`src/rtl/seg_scan_capture_if.sv`:
```
// Display bus bundle for the seven-segment read-back decoder: scanned bus
// inputs plus the decoded frame outputs.
interface seg_scan_capture_if;
  logic [5:0]  SCAN;
  logic [6:0]  SEVEN_SEGA;
  logic        DISP_DP;
  logic [23:0] O_DIGITS;
  logic [5:0]  O_DP;
  logic        O_FRAME_V;
  logic        O_GLYPH_ERR;
  logic        O_SCAN_ERR;
  logic        O_STALE;

  modport master (
    output SCAN, SEVEN_SEGA, DISP_DP,
    input  O_DIGITS, O_DP, O_FRAME_V, O_GLYPH_ERR, O_SCAN_ERR, O_STALE
  );

  modport slave (
    input  SCAN, SEVEN_SEGA, DISP_DP,
    output O_DIGITS, O_DP, O_FRAME_V, O_GLYPH_ERR, O_SCAN_ERR, O_STALE
  );
endinterface

```
`src/rtl/seg_scan_capture.sv`:
```
// Seven-segment scan bus read-back: settles each scanned digit, decodes it to BCD
// and assembles a six-digit frame. Define SEG_CAP_DP_EN to compare and capture DISP_DP.
module seg_scan_capture #(
  parameter int SETTLE_CYC  = 4,
  parameter int TIMEOUT_CYC = 2_000_000,
  parameter int SEG_ACT_LOW = 1
) (
  input  logic               SYS_CLK,
  input  logic               SYS_RST_N,
  seg_scan_capture_if.slave  bus
);

  localparam int TW = $clog2(TIMEOUT_CYC + 1);
  localparam logic [TW-1:0] TMO_MAX = TW'(TIMEOUT_CYC);
  localparam logic [8:0]    SETTLE_LIM = 9'(SETTLE_CYC);

  typedef enum logic [1:0] {IDLE, SETTLE, HOLD} state_t;

  state_t        state_q, state_d;
  logic [7:0]    cnt_q, cnt_d;
  logic [5:0]    scan_in_q, scan_prev_q;
  logic [6:0]    seg_in_q, seg_prev_q;
  logic          dp_in_q, dp_prev_q;
  logic          dp_raw;
  logic [5:0]    mask_q, mask_d;
  logic [23:0]   buf_q, buf_d;
  logic [5:0]    bdp_q, bdp_d;
  logic [23:0]   digits_q;
  logic [5:0]    dp_out_q;
  logic          frame_v_q, glyph_err_q, scan_err_q;
  logic [TW-1:0] tmo_q, tmo_d;

  logic [5:0]    scan_low;
  logic          one_low, multi_low, changed, cap, frame_done;
  logic [2:0]    slot_idx;
  logic [6:0]    seg_norm;
  logic [3:0]    nib_dec;
  logic [5:0]    slot_bad;
  state_t        idle_state;
  logic [7:0]    idle_cnt;
  logic          idle_cap;
  logic [8:0]    cnt_inc;

`ifdef SEG_CAP_DP_EN
  assign dp_raw = bus.DISP_DP;
`else
  assign dp_raw = 1'b0;
`endif

  function automatic logic [3:0] seg_decode(input logic [6:0] s);
    logic [3:0] r;
    case (s)
      7'h3F:   r = 4'd0;
      7'h06:   r = 4'd1;
      7'h5B:   r = 4'd2;
      7'h4F:   r = 4'd3;
      7'h66:   r = 4'd4;
      7'h6D:   r = 4'd5;
      7'h7D:   r = 4'd6;
      7'h07:   r = 4'd7;
      7'h7F:   r = 4'd8;
      7'h6F:   r = 4'd9;
      7'h00:   r = 4'hE;
      default: r = 4'hF;
    endcase
    return r;
  endfunction

  assign scan_low   = ~scan_in_q;
  assign multi_low  = (scan_low & (scan_low - 6'd1)) != 6'd0;
  assign one_low    = (scan_low != 6'd0) && !multi_low;
  assign changed    = (scan_in_q != scan_prev_q) || (seg_in_q != seg_prev_q) ||
                      (dp_in_q != dp_prev_q);
  assign seg_norm   = (SEG_ACT_LOW != 0) ? ~seg_in_q : seg_in_q;
  assign nib_dec    = seg_decode(seg_norm);
  assign frame_done = (mask_q == 6'h3F);
  assign cnt_inc    = {1'b0, cnt_q} + 9'd1;

  always_comb begin
    slot_idx = 3'd0;
    for (int i = 0; i < 6; i++) begin
      if (scan_low[i]) slot_idx = 3'(i);
    end
  end

  // Shared "fresh sample" evaluation used by IDLE and by any bus change in SETTLE/HOLD.
  always_comb begin
    idle_state = IDLE;
    idle_cnt   = 8'd0;
    idle_cap   = 1'b0;
    if (one_low) begin
      idle_cnt = 8'd1;
      if (SETTLE_CYC <= 1) begin
        idle_state = HOLD;
        idle_cap   = 1'b1;
      end else begin
        idle_state = SETTLE;
      end
    end
  end

  always_comb begin
    state_d = state_q;
    cnt_d   = cnt_q;
    cap     = 1'b0;
    case (state_q)
      IDLE: begin
        state_d = idle_state;
        cnt_d   = idle_cnt;
        cap     = idle_cap;
      end
      SETTLE: begin
        if (changed) begin
          state_d = idle_state;
          cnt_d   = idle_cnt;
          cap     = idle_cap;
        end else if (cnt_inc >= SETTLE_LIM) begin
          state_d = HOLD;
          cap     = 1'b1;
        end else begin
          cnt_d = cnt_inc[7:0];
        end
      end
      HOLD: begin
        if (changed) begin
          state_d = idle_state;
          cnt_d   = idle_cnt;
          cap     = idle_cap;
        end
      end
      default: begin
        state_d = IDLE;
        cnt_d   = 8'd0;
      end
    endcase
  end

  // Completion clears the mask first so a same-cycle capture still lands in it.
  always_comb begin
    mask_d = frame_done ? 6'd0 : mask_q;
    buf_d  = buf_q;
    bdp_d  = bdp_q;
    if (cap) begin
      mask_d[slot_idx]              = 1'b1;
      buf_d[{slot_idx, 2'b00} +: 4] = nib_dec;
      bdp_d[slot_idx]               = dp_in_q;
    end
    if (frame_done)
      tmo_d = '0;
    else if (tmo_q != TMO_MAX)
      tmo_d = tmo_q + 1'b1;
    else
      tmo_d = tmo_q;
  end

  genvar gi;
  generate
    for (gi = 0; gi < 6; gi++) begin : g_slot
      assign slot_bad[gi] = (buf_q[gi*4 +: 4] == 4'hF);
    end
  endgenerate

  always_ff @(posedge SYS_CLK) begin
    if (!SYS_RST_N) begin
      state_q     <= IDLE;
      cnt_q       <= 8'd0;
      scan_in_q   <= 6'h3F;
      scan_prev_q <= 6'h3F;
      seg_in_q    <= 7'd0;
      seg_prev_q  <= 7'd0;
      dp_in_q     <= 1'b0;
      dp_prev_q   <= 1'b0;
      mask_q      <= 6'd0;
      buf_q       <= 24'd0;
      bdp_q       <= 6'd0;
      digits_q    <= 24'd0;
      dp_out_q    <= 6'd0;
      frame_v_q   <= 1'b0;
      glyph_err_q <= 1'b0;
      scan_err_q  <= 1'b0;
      tmo_q       <= '0;
    end else begin
      state_q     <= state_d;
      cnt_q       <= cnt_d;
      scan_in_q   <= bus.SCAN;
      scan_prev_q <= scan_in_q;
      seg_in_q    <= bus.SEVEN_SEGA;
      seg_prev_q  <= seg_in_q;
      dp_in_q     <= dp_raw;
      dp_prev_q   <= dp_in_q;
      mask_q      <= mask_d;
      buf_q       <= buf_d;
      bdp_q       <= bdp_d;
      frame_v_q   <= frame_done;
      scan_err_q  <= multi_low;
      tmo_q       <= tmo_d;
      if (frame_done) begin
        digits_q    <= buf_q;
        dp_out_q    <= bdp_q;
        glyph_err_q <= |slot_bad;
      end
    end
  end

  assign bus.O_DIGITS    = digits_q;
  assign bus.O_DP        = dp_out_q;
  assign bus.O_FRAME_V   = frame_v_q;
  assign bus.O_GLYPH_ERR = glyph_err_q;
  assign bus.O_SCAN_ERR  = scan_err_q;
  assign bus.O_STALE     = (tmo_q == TMO_MAX);

endmodule

```
`src/flat_wrapper.sv`:
```
// flat-port wrapper written by rule: the top's interface ports become plain ports
module seg_scan_capture_flat 
#(
  parameter int SETTLE_CYC  = 4,
  parameter int TIMEOUT_CYC = 2_000_000,
  parameter int SEG_ACT_LOW = 1
)
  (SYS_CLK, SYS_RST_N, bus_SCAN, bus_SEVEN_SEGA, bus_DISP_DP, bus_O_DIGITS, bus_O_DP, bus_O_FRAME_V, bus_O_GLYPH_ERR, bus_O_SCAN_ERR, bus_O_STALE);
  seg_scan_capture_if bus_i ();
  input  logic SYS_CLK;
  input  logic SYS_RST_N;
  input wire logic [$bits(bus_i.SCAN)-1:0] bus_SCAN;
  input wire logic [$bits(bus_i.SEVEN_SEGA)-1:0] bus_SEVEN_SEGA;
  input wire logic [$bits(bus_i.DISP_DP)-1:0] bus_DISP_DP;
  output wire logic [$bits(bus_i.O_DIGITS)-1:0] bus_O_DIGITS;
  output wire logic [$bits(bus_i.O_DP)-1:0] bus_O_DP;
  output wire logic [$bits(bus_i.O_FRAME_V)-1:0] bus_O_FRAME_V;
  output wire logic [$bits(bus_i.O_GLYPH_ERR)-1:0] bus_O_GLYPH_ERR;
  output wire logic [$bits(bus_i.O_SCAN_ERR)-1:0] bus_O_SCAN_ERR;
  output wire logic [$bits(bus_i.O_STALE)-1:0] bus_O_STALE;
  assign bus_i.SCAN = bus_SCAN;
  assign bus_i.SEVEN_SEGA = bus_SEVEN_SEGA;
  assign bus_i.DISP_DP = bus_DISP_DP;
  assign bus_O_DIGITS = bus_i.O_DIGITS;
  assign bus_O_DP = bus_i.O_DP;
  assign bus_O_FRAME_V = bus_i.O_FRAME_V;
  assign bus_O_GLYPH_ERR = bus_i.O_GLYPH_ERR;
  assign bus_O_SCAN_ERR = bus_i.O_SCAN_ERR;
  assign bus_O_STALE = bus_i.O_STALE;
  seg_scan_capture #(.SETTLE_CYC(SETTLE_CYC), .TIMEOUT_CYC(TIMEOUT_CYC), .SEG_ACT_LOW(SEG_ACT_LOW)) u_core (.SYS_CLK(SYS_CLK), .SYS_RST_N(SYS_RST_N), .bus(bus_i));
endmodule
```
`config.mk`:
```
export PLATFORM = sky130hd
export DESIGN_NAME = seg_scan_capture_flat
export DESIGN_NICKNAME = d
export VERILOG_FILES = /design/src/rtl/seg_scan_capture_if.sv /design/src/rtl/seg_scan_capture.sv /design/src/flat_wrapper.sv
export SDC_FILE = /design/constraint.sdc
export NUM_CORES = 1
export LEC_CHECK = 0
export CORE_UTILIZATION = 61
export CTS_CLUSTER_SIZE = 8
export DETAILED_ROUTE_END_ITERATION = 16
export HOLD_SLACK_MARGIN = 0.15
export PLACE_DENSITY = 0.81
export SETUP_SLACK_MARGIN = 0.2
export SLEW_MARGIN = 20
export SYNTH_ARGS = -nofsm -noshare
export SYNTH_HDL_FRONTEND = slang
export SYNTH_SLANG_ARGS = --single-unit
```
`constraint.sdc`:
```
create_clock -name SYS_CLK -period 7.31 [get_ports SYS_CLK]
set_input_delay 1.462 -clock SYS_CLK [delete_from_list [all_inputs] [get_ports SYS_CLK]]
set_output_delay 1.462 -clock SYS_CLK [all_outputs]
set_load 0.01 [all_outputs]
```
# [Yosys cells after proc, flatten, opt, wreduce, memory -nomap -nowiden]
# Cells that the tools add are included.
[op_classes] addsub=4 magnitude_cmp=3 n_eq_ne=26 n_shift=2 n_mux=24 bitwise_logic=7 n_reduce_logical=12
[op_table] operator="$eq A7 B7 Y1 const B" count=7
[op_table] operator="$pmux W4 S11" count=1
[op_table] operator="$bwmux W24" count=1
[op_table] operator="$eq A4 B4 Y1 const B" count=6
[op_table] operator="$mux W8" count=3
[op_table] operator="$pmux W8 S3" count=1
[op_table] operator="$shift A4 B7 Y24 const A" count=1
[op_table] operator="$shiftx A4 B7 Y24" count=1
[op_table] operator="$add A21 B1 Y21 const B" count=1
[op_table] operator="$eq A21 B21 Y1 const B" count=1
[op_table] operator="$ne A21 B21 Y1 const B" count=1
[op_table] operator="$eq A7 B3 Y1 const B" count=2
[op_table] operator="$and A6 B6 Y6" count=2
[op_table] operator="$mux W6" count=2
[op_table] operator="$not A6 Y6" count=2
[op_table] operator="$reduce_bool A6 Y1" count=2
[op_table] operator="$mux W2" count=5
[op_table] operator="$add A8 B1 Y9 const B" count=1
[op_table] operator="$ge A9 B3 Y1 const B" count=1
[op_table] operator="$eq A7 B6 Y1 const B" count=1
[op_table] operator="$logic_not A7 Y1" count=1
[op_table] operator="$mux W1" count=7
[op_table] operator="$ne A7 B7 Y1" count=1
[op_table] operator="$neg A5 Y7" count=1
[op_table] operator="other kinds (23)" count=26
[totals] reg_bits=126 output_inout_bits=34

# [Depth between registers and ports, before layout]
[logic_depth] ltp_word=12 ltp_mapped=11 mapped_depth_nobuf=10

# [Worst setup path after synthesis]
# OpenSTA, ideal clock, no wires.
[synth_path] path_type="register to register" startpoint="register u_core.scan_in_q[3]" endpoint="register u_core.buf_q[20]" setup_time_ps=128 arrival_time_ps=2789 setup_slack_ps=4393 path_stages_with_launch=10 path_buffers=1 path_cell_list="dfxtp_1 clkbuf_1 nand2_1 a21oi_1 ha_1 ha_1 or3_1 a2111oi_4 mux2i_1 nor2_1"
[synth_between] elab_chain_cells=7 word_cells_on_any_way=12 cone_classes="add/sub (1); eq/ne (1); shift (2); mux (6); bitwise (1); reduce/logical (1)"
[synth_lines] element="start: declaration" line="seg_scan_capture.sv:21" rtl="logic [5:0] scan_in_q, scan_prev_q;"
[synth_lines] element="start signal: assignment" line="seg_scan_capture.sv:185" rtl="scan_in_q <= bus.SCAN;"
[synth_lines] element="$not A6 Y6" line="seg_scan_capture.sv:69" rtl="assign scan_low = ~scan_in_q;"
[synth_lines] element="$mux W2" line="seg_scan_capture.sv:82" rtl="if (scan_low[i]) slot_idx = 3'(i);"
[synth_lines] element="$mux W3 (2 in series)" line="seg_scan_capture.sv:82"
[synth_lines] element="$neg A5 Y7" line="seg_scan_capture.sv:145" rtl="buf_d[{slot_idx, 2'b00} +: 4] = nib_dec;"
[synth_lines] element="$shiftx A4 B7 Y24 / $shift A4 B7 Y24 (equally long branches)" line="seg_scan_capture.sv:145"
[synth_lines] element="$bwmux W24" line="seg_scan_capture.sv:145"
[synth_lines] element="end signal: assignment" line="seg_scan_capture.sv:192" rtl="buf_q <= buf_d;"
[synth_lines] element="end: declaration" line="seg_scan_capture.sv:26" rtl="logic [23:0] buf_q, buf_d;"
# Parallel ways exist; a longest one is shown, timed or not.
# A chain may end at the register's enable or synchronous reset.

# [Worst setup path after layout]
[layout_path] startpoint="register u_core.tmo_q[12]" endpoint="output bus_O_STALE"
[layout_between] elab_chain_cells=1
[layout_lines] element="start: declaration" line="seg_scan_capture.sv:31" rtl="logic [TW-1:0] tmo_q, tmo_d;"
[layout_lines] element="start signal: assignment" line="seg_scan_capture.sv:196" rtl="tmo_q <= tmo_d;"
[layout_lines] element="$eq A21 B21 Y1" line="seg_scan_capture.sv:210" rtl="assign bus.O_STALE = (tmo_q == TMO_MAX);"
[layout_lines] element="end: declaration" line="flat_wrapper.sv:20" rtl="output wire logic [$bits(bus_i.O_STALE)-1:0] bus_O_STALE;"
# Every way passes these cells.

==> results by group <==
Status
  – Outcome: complete, no violations

Worst setup path
  – WP data arrival: 2.77 ns
  – Crit. End Element: output pin
  – Stages on worst setup path: 4
  – Worst setup path start: u_core.tmo_q[12]
  – Reg2Reg Launch Point: u_core.scan_in_q[1]
  – RR Endpoint: u_core.buf_q[21]
  – Reg-to-reg setup timing slack: 4.06 ns
  – Crit-path cells: nor4b_1 -> nand2_1 -> nor4_1 -> clkdlybuf4s50_1
  – Crit-path max cell delay: approximately 0.73 ns
  – WS Path Type: flop to output pin
  – Buffers plus inverters on the worst setup path: 1
  – Worst reg2reg path depth: 9
  – Slowest-stage cell, CP: nor4_1
  – Crit path required time: approximately 5.9 ns
  – Crit-path leading delay family: simple AND/OR/NAND/NOR gates
  – CP max FO: 5
  – Worst setup path end: bus_O_STALE
  – Worst setup SP type: flop

GRT
  – Number of global-route vias before repair: 4400
  – Total Routing Usage GR: 0.265
  – Grt ovf: 0
  – Antenna violations before repair: 0
  – Global-route wire length before repair: about 20000 um
  – Largest net degree at the start of global routing: 49

Clocking
  – Clk pin slew, worst setup/hold paths: around 0.060 ns
  – Clk buf depth: 2
  – Clk_lat worst skew: between 0.5 and 0.6 ns
  – CTS Hold Buffers Added: 0
  – CTS buffer count: 17
  – Root Driver: clkbuf_8
  – CTS HTree Levels: 4
  – # clock sinks: about 130
  – Post-cts sizing count: 0
  – CTS tree: built
  – Post-CTS Setup Inserts: 0

Detailed routing
  – DR iter-0 viols: 257
  – Final ANT Viol Nets: 0
  – WL per Instance: between 15 and 20 um
  – Avg Vias per Cell: 5.77
  – DRC: 0
  – First drt pass iteration count: 5
  – DRT Wirelength: roughly 12000 um
  – Via Count: roughly 4400

Logic synthesis
  – Ranking of synthesized cells by area: dfxtp_1 46%, nand2_1 6.5%, a21oi_1 4.7%, nor2_1 4.1%, xor2_1 4.0%
  – Yosys Warn Count: 0
  – Top post-synthesis cells by count: 126 x dfxtp_1, 95 x nand2_1, 59 x nor2_1
  – Synth top area share: 0.462
  – Yosys reg bits: around 130
  – Async SR Flop Fraction: 0
  – Post-synth EDFFs: 0
  – Sequential fraction of the synthesis area: 0.462
  – Post-Syn Instances: just over 600
  – Synth Flop Type: dfxtp_1
  – Syn avg cell area: 8.92 sq um
  – Unique masters post-synth: 61
  – Syn_nets: between 600 and 700
  – Synth area leader: dfxtp_1
  – Syn Std Cell Area: approximately 5500 sq um
  – Count leader, synth: dfxtp_1

Flow run
  – Max-cap violations: 0

Worst hold path
  – Worst hold start: u_core.bdp_q[2]
  – Hold Crit Class: flop to flop

Timing
  – Final slew viol count: 0
  – Clock Skew: roughly 0.0064 ns
  – Fin crit period: ~4.2 ns
  – RSZ-0062 raised after global routing: no
  – Slew headroom: 0.375
  – Final hold viol count: 0
  – Fmax achieved: about 240 MHz
  – Final Cycle Share: 0.579
  – Slew @ Worst Pin: approximately 0.93 ns
  – Number of setup violations in the final report: 0
  – Post-Route Setup TNS: 0 ns

Cells and area
  – Layout area overhead: 19.3%
  – Post-route cell area: between 6000 and 7000 sq um
  – Fillers: ~620
  – Nets: between 600 and 700
  – ANT cells: 0
  – Ratio of cells with drive above 1 in the final layout: 0.0847
  – Area of the multi-input gates: roughly 2800 sq um
  – Reg area: about 2500 sq um

Placement
  – DP Wirelength: slightly below 8000 um
  – PortBufs: between 40 and 50
  – Placer Congestion: between 0.8 and 0.9
  – Post-DP Area: a little under 6000 sq um

Pwr
  – Power Density: 241 nW/um^2
  – Leak Pwr: 2.28 nW
  – Max VDD drop: about 150 uV

Die
  – Io pins: 50
  – Core ar.: roughly 8700 sq um
  – Die Area: ~9300 sq um
  – Die W: 96.6 um
  – Die Height: 96.6 um
  – Rows: 34
  – Starting Density: 0.629
## kinds of logic (layout without fill, tap and decap cells)
logic type	count (synthesis)	in the layout	share of synthesized area
AOI/OAI and AO/OA	102	102	0.140
xor gates and xnor gates	35	35	0.0575
adders and majority gates	7	7	0.0156
buffers and inverters	44	93	0.0321
DFF	126	126	0.462
muxes	18	18	0.0330
and+or+nand+nor	280	280	0.260
## placed cells by master, fill, tap and decap left out, types with 7 or more instances in the layout
master           Yosys  layout
nor3_1               8       7
nand2_1             95      95
o21ai_0              9       9
clkbuf_16            0      16
xnor2_1              9       9
nand4_1             13      13
nand3_1             20      20
xor2_1              25      25
mux2i_1             18      18
inv_1                9       9
nand2b_1            21      21
nand3b_1             7       7
and2_1              21      21
nor2_1              59      59
a21oi_1             51      51
clkdlybuf4s50_1      0      48
dfxtp_1            126     126
## area by class of cell
| cell class | count | area share |
|---|---|---|
| inverters | 10 | 0.00576 |
| repair buffers | 51 | 0.0772 |
| flip-flops and latches | 126 | 0.387 |
| clock buffers | 18 | 0.0657 |
| multi-input cells | 442 | 0.425 |
| clock inverters | 14 | 0.0182 |
| well taps | 108 | 0.0207 |
## worst reg2reg max path, stage by stage, from the launching register on
cell and delay, ns:
dfxtp_1 0.48, nand2b_1 0.19, nand2_1 0.08, a21oi_1 0.63, ha_1 0.30, ha_1 0.27
or3_1 0.40, a2111oi_4 0.48, mux2i_1 0.24, nor2_1 0.06
## per-layer routing
layer	global-route usage	wire (um)
met1	0.316	5240
met2	0.456	6110
met3	0.0614	538
met4	0.115	147
met5	0	0
## report_power, final
group / leakage [nW] / switching (W) / internal [W]
Clock: 0.271 / 0.000312 / 0.000458
Sequential: 1.02 / 0.0000156 / 0.000697
Combinational: 0.983 / 0.0000545 / 0.0000363
Total: 2.28 / 0.000382 / 0.00119
## state kept, by name, summed over array words and instances (netlist names), 2 cells and up
| name | cells |
|---|---|
| u_core.tmo_q | 21 |
| u_core.scan_in_q | 6 |
| u_core.bus.O_DIGITS | 24 |
| u_core.seg_in_q | 7 |
| u_core.scan_prev_q | 6 |
| u_core.buf_q | 24 |
| u_core.bdp_q | 6 |
| u_core.cnt_q | 8 |
| u_core.state_q | 2 |
| u_core.mask_q | 6 |
| u_core.bus.O_DP | 6 |
| u_core.seg_prev_q | 7 |
## metrics by stage
stage	setup slack [ns]	instances	hold WS (ns)	util	total power [W]
3_3_place_gp	3.61	737	0.422	0.687	0.000812
3_5_place_dp	3.52	737	0.422	0.687	0.000815
5_1_grt	2.98	769	0.465	0.751	0.00162
6_report	3.08	769	0.435	0.751	0.00157
4_1_cts	3.11	769	0.434	0.750	0.00158
2_1_floorplan	4.39	612	0.412	-	0.000790
## how the worst min path moves through the flow
stage / end / slack, ns / depth (start not counted)
detailed placement: u_core.bdp_q[5] / 0.42 / 2
floorplan: u_core.bdp_q[0] / 0.41 / 2
finish: u_core.bdp_q[2] / 0.44 / 2
CTS: u_core.bdp_q[2] / 0.43 / 2
global placement: u_core.bdp_q[5] / 0.42 / 2
global route: u_core.bdp_q[2] / 0.46 / 2
No activity file was read; power rests on OpenSTA's default activity.
